**config.mk**
```make
export PLATFORM = sky130hd
export DESIGN_NAME = ahbl_to_apb
export DESIGN_NICKNAME = d
export VERILOG_FILES = /design/src/rtl/ahbl_to_apb_pkg.sv /design/src/rtl/ahbl_apb_strb_decode.sv /design/src/rtl/ahbl_to_apb.sv
export SDC_FILE = /design/constraint.sdc
export NUM_CORES = 1
export LEC_CHECK = 0
export CAP_MARGIN = 20
export CORE_UTILIZATION = 35
export DETAILED_ROUTE_END_ITERATION = 8
export PLACE_DENSITY = 0.74
export SYNTH_ARGS = -nofsm -noshare
export SYNTH_HDL_FRONTEND = slang
export SYNTH_HIERARCHICAL = 1
export SYNTH_SLANG_ARGS = --single-unit
```
**constraint.sdc**
```tcl
create_clock -name clk -period 8.49 [get_ports clk]
set_input_delay 2.547 -clock clk [delete_from_list [all_inputs] [get_ports clk]]
set_output_delay 2.547 -clock clk [all_outputs]
set_load 0.05 [all_outputs]
```
**src/rtl/ahbl_to_apb_pkg.sv**
```systemverilog
// Shared AHB-lite / APB bus definitions: transfer and size codes plus the
// one-hot state encoding of the AHB-lite to APB bridge.
package ahbl_to_apb_pkg;

  localparam logic [1:0] HTRANS_IDLE = 2'b00;
  localparam logic [1:0] HTRANS_BUSY = 2'b01;
  localparam logic [1:0] HTRANS_NSEQ = 2'b10;
  localparam logic [1:0] HTRANS_SEQ  = 2'b11;

  localparam logic [2:0] HSIZE_BYTE = 3'd0;
  localparam logic [2:0] HSIZE_HALF = 3'd1;
  localparam logic [2:0] HSIZE_WORD = 3'd2;

  typedef enum logic [6:0] {
    S_IDLE   = 7'b0000001,
    S_WDATA  = 7'b0000010,
    S_SETUP  = 7'b0000100,
    S_ACCESS = 7'b0001000,
    S_RESP   = 7'b0010000,
    S_ERR1   = 7'b0100000,
    S_ERR2   = 7'b1000000
  } bridge_state_e;

endpackage

```
**src/rtl/ahbl_apb_strb_decode.sv**
```systemverilog
// Combinational byte-strobe decode from AHB transfer size and the low
// address bits of a 32-bit data bus.
module ahbl_apb_strb_decode
  import ahbl_to_apb_pkg::*;
(
  input  logic [2:0] hsize,
  input  logic [1:0] haddr_lo,
  output logic [3:0] pstrb
);

  always_comb begin
    pstrb = 4'hf;
    case (hsize)
      HSIZE_BYTE: pstrb = 4'b0001 << haddr_lo;
      HSIZE_HALF: pstrb = haddr_lo[1] ? 4'b1100 : 4'b0011;
      default:    pstrb = 4'hf;
    endcase
  end

endmodule

```
**src/rtl/ahbl_to_apb.sv**
```systemverilog
// AHB-lite slave to APB4 master bridge: one APB SETUP/ACCESS per accepted
// AHB transfer, AHB data phase stalled until the completer answers.
module ahbl_to_apb
  import ahbl_to_apb_pkg::*;
#(
  parameter int W_ADDR  = 32,
  parameter int W_DATA  = 32,
  parameter int W_PADDR = 16
) (
  input  logic               clk,
  input  logic               rst,
  input  logic               ahbls_hready,
  output logic               ahbls_hready_resp,
  output logic               ahbls_hresp,
  input  logic [W_ADDR-1:0]  ahbls_haddr,
  input  logic               ahbls_hwrite,
  input  logic [1:0]         ahbls_htrans,
  input  logic [2:0]         ahbls_hsize,
  input  logic [2:0]         ahbls_hburst,
  input  logic [3:0]         ahbls_hprot,
  input  logic               ahbls_hmastlock,
  input  logic [W_DATA-1:0]  ahbls_hwdata,
  output logic [W_DATA-1:0]  ahbls_hrdata,
  input  logic               ahbls_hexcl,
  output logic               ahbls_hexokay,
  output logic [W_PADDR-1:0] apbm_paddr,
  output logic               apbm_psel,
  output logic               apbm_penable,
  output logic               apbm_pwrite,
  output logic [W_DATA-1:0]  apbm_pwdata,
  output logic [3:0]         apbm_pstrb,
  input  logic [W_DATA-1:0]  apbm_prdata,
  input  logic               apbm_pready,
  input  logic               apbm_pslverr
);

  bridge_state_e      state_q, state_d;
  logic [W_PADDR-1:0] paddr_q, paddr_d;
  logic               pwrite_q, pwrite_d;
  logic [3:0]         pstrb_q, pstrb_d;
  logic [W_DATA-1:0]  pwdata_q, pwdata_d;
  logic [W_DATA-1:0]  hrdata_q, hrdata_d;
  logic [3:0]         strb_dec;
  logic               accept;

  // Burst/protection/lock carry no meaning for APB; exclusives run as normal.
  logic unused_inputs;
  assign unused_inputs = ^{ahbls_hburst, ahbls_hprot, ahbls_hmastlock, ahbls_hexcl,
                           ahbls_htrans[0], ahbls_haddr[W_ADDR-1:W_PADDR]};

  ahbl_apb_strb_decode u_strb_decode (
    .hsize    (ahbls_hsize),
    .haddr_lo (ahbls_haddr[1:0]),
    .pstrb    (strb_dec)
  );

  always_ff @(posedge clk or posedge rst) begin
    if (rst) begin
      state_q  <= S_IDLE;
      paddr_q  <= '0;
      pwrite_q <= 1'b0;
      pstrb_q  <= '0;
      pwdata_q <= '0;
      hrdata_q <= '0;
    end else begin
      state_q  <= state_d;
      paddr_q  <= paddr_d;
      pwrite_q <= pwrite_d;
      pstrb_q  <= pstrb_d;
      pwdata_q <= pwdata_d;
      hrdata_q <= hrdata_d;
    end
  end

  always_comb begin
    state_d           = state_q;
    paddr_d           = paddr_q;
    pwrite_d          = pwrite_q;
    pstrb_d           = pstrb_q;
    pwdata_d          = pwdata_q;
    hrdata_d          = hrdata_q;
    ahbls_hready_resp = state_q inside {S_IDLE, S_RESP, S_ERR2};
    ahbls_hresp       = state_q inside {S_ERR1, S_ERR2};
    apbm_psel         = state_q inside {S_SETUP, S_ACCESS};
    apbm_penable      = (state_q == S_ACCESS);
    accept            = ahbls_hready_resp && ahbls_hready && ahbls_htrans[1];

    case (state_q)
      S_WDATA: begin
        pwdata_d = ahbls_hwdata;
        state_d  = S_SETUP;
      end
      S_SETUP:  state_d = S_ACCESS;
      S_ACCESS: begin
        if (apbm_pready) begin
          hrdata_d = apbm_prdata;
          state_d  = apbm_pslverr ? S_ERR1 : S_RESP;
        end
      end
      S_ERR1:   state_d = S_ERR2;
      default:  state_d = S_IDLE;
    endcase

    // A new address phase may overlap the final response cycle of the last one.
    if (accept) begin
      paddr_d  = ahbls_haddr[W_PADDR-1:0];
      pwrite_d = ahbls_hwrite;
      pstrb_d  = ahbls_hwrite ? strb_dec : 4'h0;
      state_d  = ahbls_hwrite ? S_WDATA : S_SETUP;
    end
  end

  assign apbm_paddr    = paddr_q;
  assign apbm_pwrite   = pwrite_q;
  assign apbm_pstrb    = pstrb_q;
  assign apbm_pwdata   = pwdata_q;
  assign ahbls_hrdata  = hrdata_q;
  assign ahbls_hexokay = 1'b0;

endmodule
```
; Word-level counts from Yosys, hierarchy flattened
; Index checks and enable logic that the tools add are counted.
[totals]
register_bits = 92
in_bits = 116
out_inout_bits = 90
word_cells = 31
[op_classes]
n_eq_ne = 9
shift = 1
mux = 8
n_reduce_logical = 7
[op_table]
columns = op, count
row1 = 7-bit one-hot mux with 4 select lines, 1
row2 = 7-bit two-way mux, 2
row3 = 4-bit two-way mux, 2
row4 = 4-bit one-hot mux with 2 select lines, 1
row5 = "7-bit by 1-bit equality test with 1-bit output, second input constant", 1
row6 = "7-bit by 2-bit equality test with 1-bit output, second input constant", 1
row7 = "7-bit by 3-bit equality test with 1-bit output, second input constant", 1
row8 = "7-bit by 4-bit equality test with 1-bit output, second input constant", 1
row9 = "7-bit by 5-bit equality test with 1-bit output, second input constant", 1
row10 = "7-bit by 6-bit equality test with 1-bit output, second input constant", 1
row11 = "7-bit equality test, second input constant", 1
row12 = 6-bit two-way mux, 1
row13 = 2-bit nonzero test, 2
row14 = "1-bit by 2-bit left shift with 4-bit output, first input constant", 1
row15 = "3-bit by 1-bit equality test with 1-bit output, second input constant", 1
row16 = 3-bit logical NOT, 1
row17 = 3-bit two-way mux, 1
row18 = "3-bit by 1-bit != test with 1-bit output, second input constant", 1
row19 = 3-bit nonzero test, 1
row20 = 1-bit logical AND, 2
row21 = 2-bit AND reduction, 1

; Logic depth before layout (Yosys ltp)
; Gate-level depths: netlist (run 1).
[logic_depth]
ltp_word = 5
depth_mapped = 6
ltp_nobuf = 4

; Hierarchy
; The synthesis (run 1) kept the hierarchy.
[modules_own_cells]
columns = mod, n_inst, cells_per_inst, area_each_um2, seq_area_each_um2
row1 = ahbl_to_apb, 1, 231, 3719.8, 2303.5
row2 = ahbl_apb_strb_decode, 1, 8, 42.5, 0.0

; Least setup slack after synthesis (run 1)
; OpenSTA, ideal clock, no wires.
[synth_timing]
path_kind = register to output
start = reg state_q[2]
end = out ahbls_hresp
t_arrival_ns = 1.444
required_time_ns = 5.943
setup_slack_ns = 4.499
path_stages_with_launch = 4
path_buffers = 0
cell_sequence = dfrtp_1 > nor3_1 > nand2_1 > nor2_1
[synth_between]
elab_chain_cells = 2
[synth_lines]
columns = element, line
row1 = from (decl), ahbl_to_apb.sv:37  ; bridge_state_e state_q, state_d;
row2 = from (signal assigned), ahbl_to_apb.sv:66  ; state_q <= state_d;
row3 = 7-bit by 6-bit equality test with 1-bit output / 7-bit equality test (equally long branches), ahbl_to_apb.sv:83  ; ahbls_hresp = state_q inside {S_ERR1, S_ERR2};
row4 = 2-bit nonzero test *, ahbl_to_apb.sv:83
row5 = to (decl), ahbl_to_apb.sv:14  ; output logic ahbls_hresp,
; Every way passes the cells marked *; elsewhere a longest branch is shown, timed or not.

; Worst setup path after layout (run 1)
; Same ends and word-level chain as after synthesis.

==> reports/qor.yml, run 1 <==
crit_fanout: 4
cts_buffers: 9
diodes: 0
nets: 535
synthCells: 239
antenna_found_initial: 0
hold_path_depth: 1
path_class: "register to output pin"
setup_slack_ns: 3.73
grt_use_met1_pct: 19.4
synthMuxAreaShare_pct: 28.5
start_util_pct: 36.3
reg2regPathDepth: 4
layoutNonFillerInstCount: 560
clk_pin_slew_ns: 0.09
critPathSlowestCell: "clkdlybuf4s50_1"
gr-max-usage-layer: "met2"
cts-root-buf: "clkbuf_8"
worstPathBufferInverterCount: 1
grt_pass1_vias: 2773
synth-xor-area-share_pct: 0.466
cts_max_level: 3
drv_slew: 0
leakagePower_nw: 2.61
clock_path_buffers: 2
io_buffers: 178
r2r_slack_ns: 6.25
drive_above_1_share_pct: 25.0
hpwl_um: 5990
reg2reg_to: "ahbls_hrdata[6]$_DFFE_PP0P_"
cp.arrival_ns: 2.21
setup_viol: 0
tns_ns: 0
yosys-top-cells-area: "dfrtp_1, mux2_2, mux2_4"
finalHoldViolations: 0
synth_top_area_share_pct: 60.5
cts_resized: 0
yosys.area_share.adder_pct: 0
syn_nets: 355
vdd_drop_max_mv: 0.139
synth_top_family_by_area: "multiplexers"
whs_ns: 0.510
post_cts_buffers: 0
core_um2: 10400
max_freq_mhz: 210
max_cap_viol_count: 0
die_w_um: 106
die-area_um2: 11200
ant_nets: 0
vias: 2549
grt-ovfl-total: 0
cp_num_cells: 4
dr.pass1.iters: 2
gp_congestion: 0.690
timing.final.crit_period_ns: 4.76
dpl_worst_slack_ns: 3.90
yosysSeqAreaShare_pct: 61.2
powerDensity_nw_per_um2: 286
wl_per_cell_um: 14.9
drtIter0Drc: 72
critPathRequiredTime_ns: 5.94
syn_to_final_growth_pct: 54.9
yosysTopAreaCell: "dfrtp_1"
status: "finished clean"
gr-usage-met2_pct: 25.7
path_delay_family: "buffers and inverters"
ys_types: 30
crit_start: "state_q[2]$_DFFE_PP0P_"
worst_slew_pin_slew_ns: 1.01
crit_path_cell_trace: "nor3_1 -> nand2_1 -> nor2_1 -> clkdlybuf4s50_1"
relSlewSlack_pct: 32.5
use_met3_pct: 4.27
r2r_start: "state_q[6]$_DFFE_PP0P_"
ys_ff_latch: 92
dp_cells: 544
critPathCaptureType: "output pin"
routed_via_density: 4.55
rows: 37
drc_errors: 0
postCtsHoldBufs: 0
yosys.area_share.simple_pct: 4.79
worstHoldPathType: "register to register"
routed_wirelength_um: 8320
fillers: 880
critPathLaunchType: "register"
synth_area_um2: 3760
cp-endpoint: "ahbls_hresp"
rsz0062_at_grt: "no"
mostFrequentLayoutCells: "clkdlybuf4s50_1, dfrtp_1, mux2_2"
cpPeakStageDelay_ns: 0.82
die_h_um: 106
fin_skew_ns: 0.0130
clock-sinks: 92
cts_tree: "yes"
post-route-period-util_pct: 56.0
ios: 206
ys_warn_count: 6
synth_compound_area_share_pct: 1.33
syn_avg_cell_area_um2: 15.7
layout.cells.most_common: "clkdlybuf4s50_1"
grt_max_degree: 51
p_total_mw: 1.67
grt_pass1_wl_um: 13600
worstSkewPairLatency_ns: 0.35
grt_usage_pct: 15.5
[how the worst min path moves through the flow]
stage	startpoint	to	slack, ns
floorplan	state_q[6]$_DFFE_PP0P_	state_q[6]$_DFFE_PP0P_	0.55
global placement	apbm_pwdata[30]$_DFFE_PP0P_	apbm_pwdata[30]$_DFFE_PP0P_	0.49
detailed placement	apbm_paddr[2]$_DFFE_PP0P_	apbm_paddr[2]$_DFFE_PP0P_	0.49
CTS	apbm_paddr[9]$_DFFE_PP0P_	apbm_paddr[9]$_DFFE_PP0P_	0.51
global route	apbm_paddr[9]$_DFFE_PP0P_	apbm_paddr[9]$_DFFE_PP0P_	0.52
finish	apbm_paddr[13]$_DFFE_PP0P_	apbm_paddr[13]$_DFFE_PP0P_	0.51
[per-stage QoR]
step	cell area, µm²	utilization [%]
floorplan	3760	-
global placement	5630	54.3
detailed placement	5630	54.3
CTS	5830	56.2
global route	5830	56.2
finish	5830	56.2
[report_power, final]
part,internal (mW),switching [mW]
Combinational,0.297,0.477
Clock,0.140,0.160
Sequential,0.542,0.0519
[flip-flops by register name, summed over array words and instances (netlist names)]
name	cells
apbm_pwrite	1
ahbls_hrdata	32
apbm_paddr	16
apbm_pwdata	32
state_q	7
apbm_pstrb	4
[cells in the mapped netlist (all sizes together)]
cell type and instances:
dfrtp 91, mux2 81, buf 11, nor2 11, inv 9, nand2 7
o21ai 5, mux2i 4, and3 2, nand2b 2, nand4b 2, nor3 2
a21o 1, and2 1, conb 1, dfstp 1, nand3b 1, nand4 1
nor2b 1, o21a 1, o32a 1, or3 1, xnor2 1, xor2 1
[routing by layer]
metal  vias up  part of all wire, %
met2       107                   48
met4         0                  1.2
met3        10                  7.5
met5         -                    0
met1      1257                   43
li1       1175                    -
[kinds of logic after synthesis]
logic type	after synthesis
other cells	1
xor+xnor	2
mux	85
simple gates	31
compound gates	8
buf+inv	20
flops	92
[area by class of cell]
type / instances / area, µm² / share of cell area, %
repair buffers: 180 / 1800 / 30.8
inverters: 9 / 36.3 / 0.622
well taps: 136 / 170 / 2.92
multi-input cells: 127 / 1330 / 22.7
clock buffers: 10 / 128 / 2.19
flip-flops and latches: 92 / 2300 / 39.5
clock inverters: 6 / 70.1 / 1.20
No activity file was read; power rests on OpenSTA's default activity.
==> run 2, diff against run 1 <==
--- a/config.mk
+++ b/config.mk
@@ -8,7 +8,7 @@
 export CAP_MARGIN = 20
 export CORE_UTILIZATION = 35
 export DETAILED_ROUTE_END_ITERATION = 8
-export PLACE_DENSITY = 0.74
+export PLACE_DENSITY = 0.76
 export SYNTH_ARGS = -nofsm -noshare
 export SYNTH_HDL_FRONTEND = slang
 export SYNTH_HIERARCHICAL = 1
==> constraint.sdc (replaced) <==
create_clock -name clk -period 4.1 [get_ports clk]
set_input_delay 1.23 -clock clk [delete_from_list [all_inputs] [get_ports clk]]
set_output_delay 1.23 -clock clk [all_outputs]
set_load 0.05 [all_outputs]
==> run 2 against run 1 <==
Compared with the run above: critical path depth is the same; die area is the same; largest power group unchanged; largest cell class unchanged; total power grew 100%; clock power grew 85%.
==> reports/qor.yml, run 2 (synthesis gave the netlist of run 1 again) <==
critPathRequiredTime_ns: 2.87  # was 5.94 ns
cts_tree: "yes"  # unchanged
drive_above_1_share_pct: 25.6  # was 25.0%
path_delay_family: "buffers and inverters"  # unchanged
ant_nets: 0  # unchanged
rows: 37  # unchanged
cts_max_level: 3  # unchanged
crit_fanout: 4  # unchanged
routed_wirelength_um: 8200  # was 8320 µm
cp.arrival_ns: 2.20  # was 2.21 ns
grt_pass1_wl_um: 13600  # about the same
max_cap_viol_count: 0  # unchanged
cpPeakStageDelay_ns: 0.84  # was 0.82 ns
hpwl_um: 5950  # was 5990 µm
multiInputGateArea_um2: 1330  # unchanged
start_util_pct: 36.3  # unchanged
clk_pin_slew_ns: 0.10  # was 0.09 ns
mostFrequentLayoutCells: "clkdlybuf4s50_1, dfrtp_1, mux2_2"  # unchanged
drc_errors: 0  # unchanged
layout.cells.most_common: "clkdlybuf4s50_1"  # unchanged
clock_path_buffers: 2  # unchanged
drv_slew: 0  # unchanged
cts_buffers: 9  # unchanged
nets: 537  # was 535
timing.final.crit_period_ns: 3.43
die_h_um: 106  # unchanged
syn_to_final_growth_pct: 55.0  # was 54.9%
grt-ovfl-total: 0  # unchanged
die_w_um: 106  # unchanged
io_buffers: 178  # unchanged
cts_resized: 0  # unchanged
status: "finished clean"  # unchanged
rsz0062_at_grt: "no"  # unchanged
relSlewSlack_pct: 32.0  # was 32.5%
r2r_slack_ns: 1.85  # was 6.25 ns
seqCellArea_um2: 2300  # unchanged
vdd_drop_max_mv: 0.314  # was 0.139 mV
dr.pass1.iters: 4  # was 2
finalHoldViolations: 0  # unchanged
whs_ns: 0.508  # was 0.510 ns
powerDensity_nw_per_um2: 581  # was 286 nW/µm²
worstSkewPairLatency_ns: 0.35  # about the same
gp_congestion: 0.681  # was 0.690
ios: 206  # unchanged
worstHoldPathType: "register to register"  # unchanged
diodes: 0  # unchanged
worst_slew_pin_slew_ns: 1.02  # was 1.01 ns
fin_skew_ns: 0.0151  # was 0.0130 ns
tns_ns: 0  # unchanged
crit_path_cell_trace: "nor3_1 -> nand2_1 -> nor2_1 -> clkdlybuf4s50_1"  # unchanged
grt_usage_pct: 15.4  # was 15.5%
grt_max_degree: 52  # was 51
final_util_pct: 56.3  # was 56.2%
post-route-period-util_pct: 83.7
core_um2: 10400  # unchanged
die-area_um2: 11200  # unchanged
setup_viol: 0  # unchanged
critPathCaptureType: "output pin"  # unchanged
max_freq_mhz: 291
layoutNonFillerInstCount: 562  # was 560
clock-sinks: 92  # unchanged
dp_cells: 546  # was 544
post_cts_buffers: 0  # unchanged
cts-root-buf: "clkbuf_8"  # unchanged
critPathSlowestCell: "clkdlybuf4s50_1"  # unchanged
worstPathBufferInverterCount: 1  # unchanged
path_class: "register to output pin"  # unchanged
postCtsHoldBufs: 0  # unchanged
leakagePower_nw: 2.61  # about the same
fillers: 882  # was 880
grt_pass1_vias: 2676  # was 2773
routed_via_density: 4.50  # was 4.55
vias: 2528  # was 2549
critPathLaunchType: "register"  # unchanged
wl_per_cell_um: 14.6  # was 14.9 µm
drtIter0Drc: 94  # was 72
antenna_found_initial: 0  # unchanged
==> run 2: cell types whose count changed in the layout (fill, tap and decap cells not counted) <==
cell / change
clkinv_2: +2
buf_4: +1
buf_12: +1
clkbuf_1: -1
bufinv_16: -1
==> run 2: area by class of cell <==
cell class	count	share of cell area [%]
tap	136	2.92
timing repair buffer	182	31.3
multi-input combinational	127	22.7
sequential	92	39.5
clock buffer	9	2.12
inverter	9	0.622
clock inverter	7	0.858
==> run 2: power by group <==
part / internal, mW / total [mW] / switching [mW]
clock network: 0.225 / 0.554 / 0.329
registers: 1.12 / 1.23 / 0.108
logic: 0.618 / 1.61 / 0.987
==> run 2: per-stage QoR <==
stage | total power, mW | worst slack (ns) | area, µm²
floorplan | 2.27 | 0.480 | 3760
global placement | 2.84 | 0.839 | 5660
detailed placement | 2.86 | 0.805 | 5660
CTS | 3.44 | 0.648 | 5830
global route | 3.55 | 0.487 | 5830
finish | 3.39 | 0.667 | 5830
==> run 2: worst paths after layout <==
kind / start / endpoint / depth (start not counted)
worst min-delay path: apbm_pwdata[30]$_DFFE_PP0P_ / apbm_pwdata[30]$_DFFE_PP0P_ / 1
min in group asynchronous: rst / ahbls_hrdata[7]$_DFFE_PP0P_ / 2
worst min register to register: apbm_pwdata[30]$_DFFE_PP0P_ / apbm_pwdata[30]$_DFFE_PP0P_ / 1
max in group asynchronous: rst / apbm_pwdata[28]$_DFFE_PP0P_ / 3
worst max-delay path: state_q[2]$_DFFE_PP0P_ / ahbls_hresp / 4
worst max register to register: state_q[6]$_DFFE_PP0P_ / ahbls_hrdata[3]$_DFFE_PP0P_ / 4
==> run 2: metal layers <==
layer	vias up	GRT usage, %	share of wire, %
li1	1184	-	-
met1	1224	20.1	43
met2	106	24.7	48
met3	14	4.02	7.4
met4	0	5.16	1.5
met5	-	0	0
==> run 2: worst reg2reg max path: stages, from the launching register on <==
cell and delay (ns):
dfrtp_1 0.48, nor2_4 0.16, nand3b_4 0.11, or3_2 0.89
mux2_4 0.49
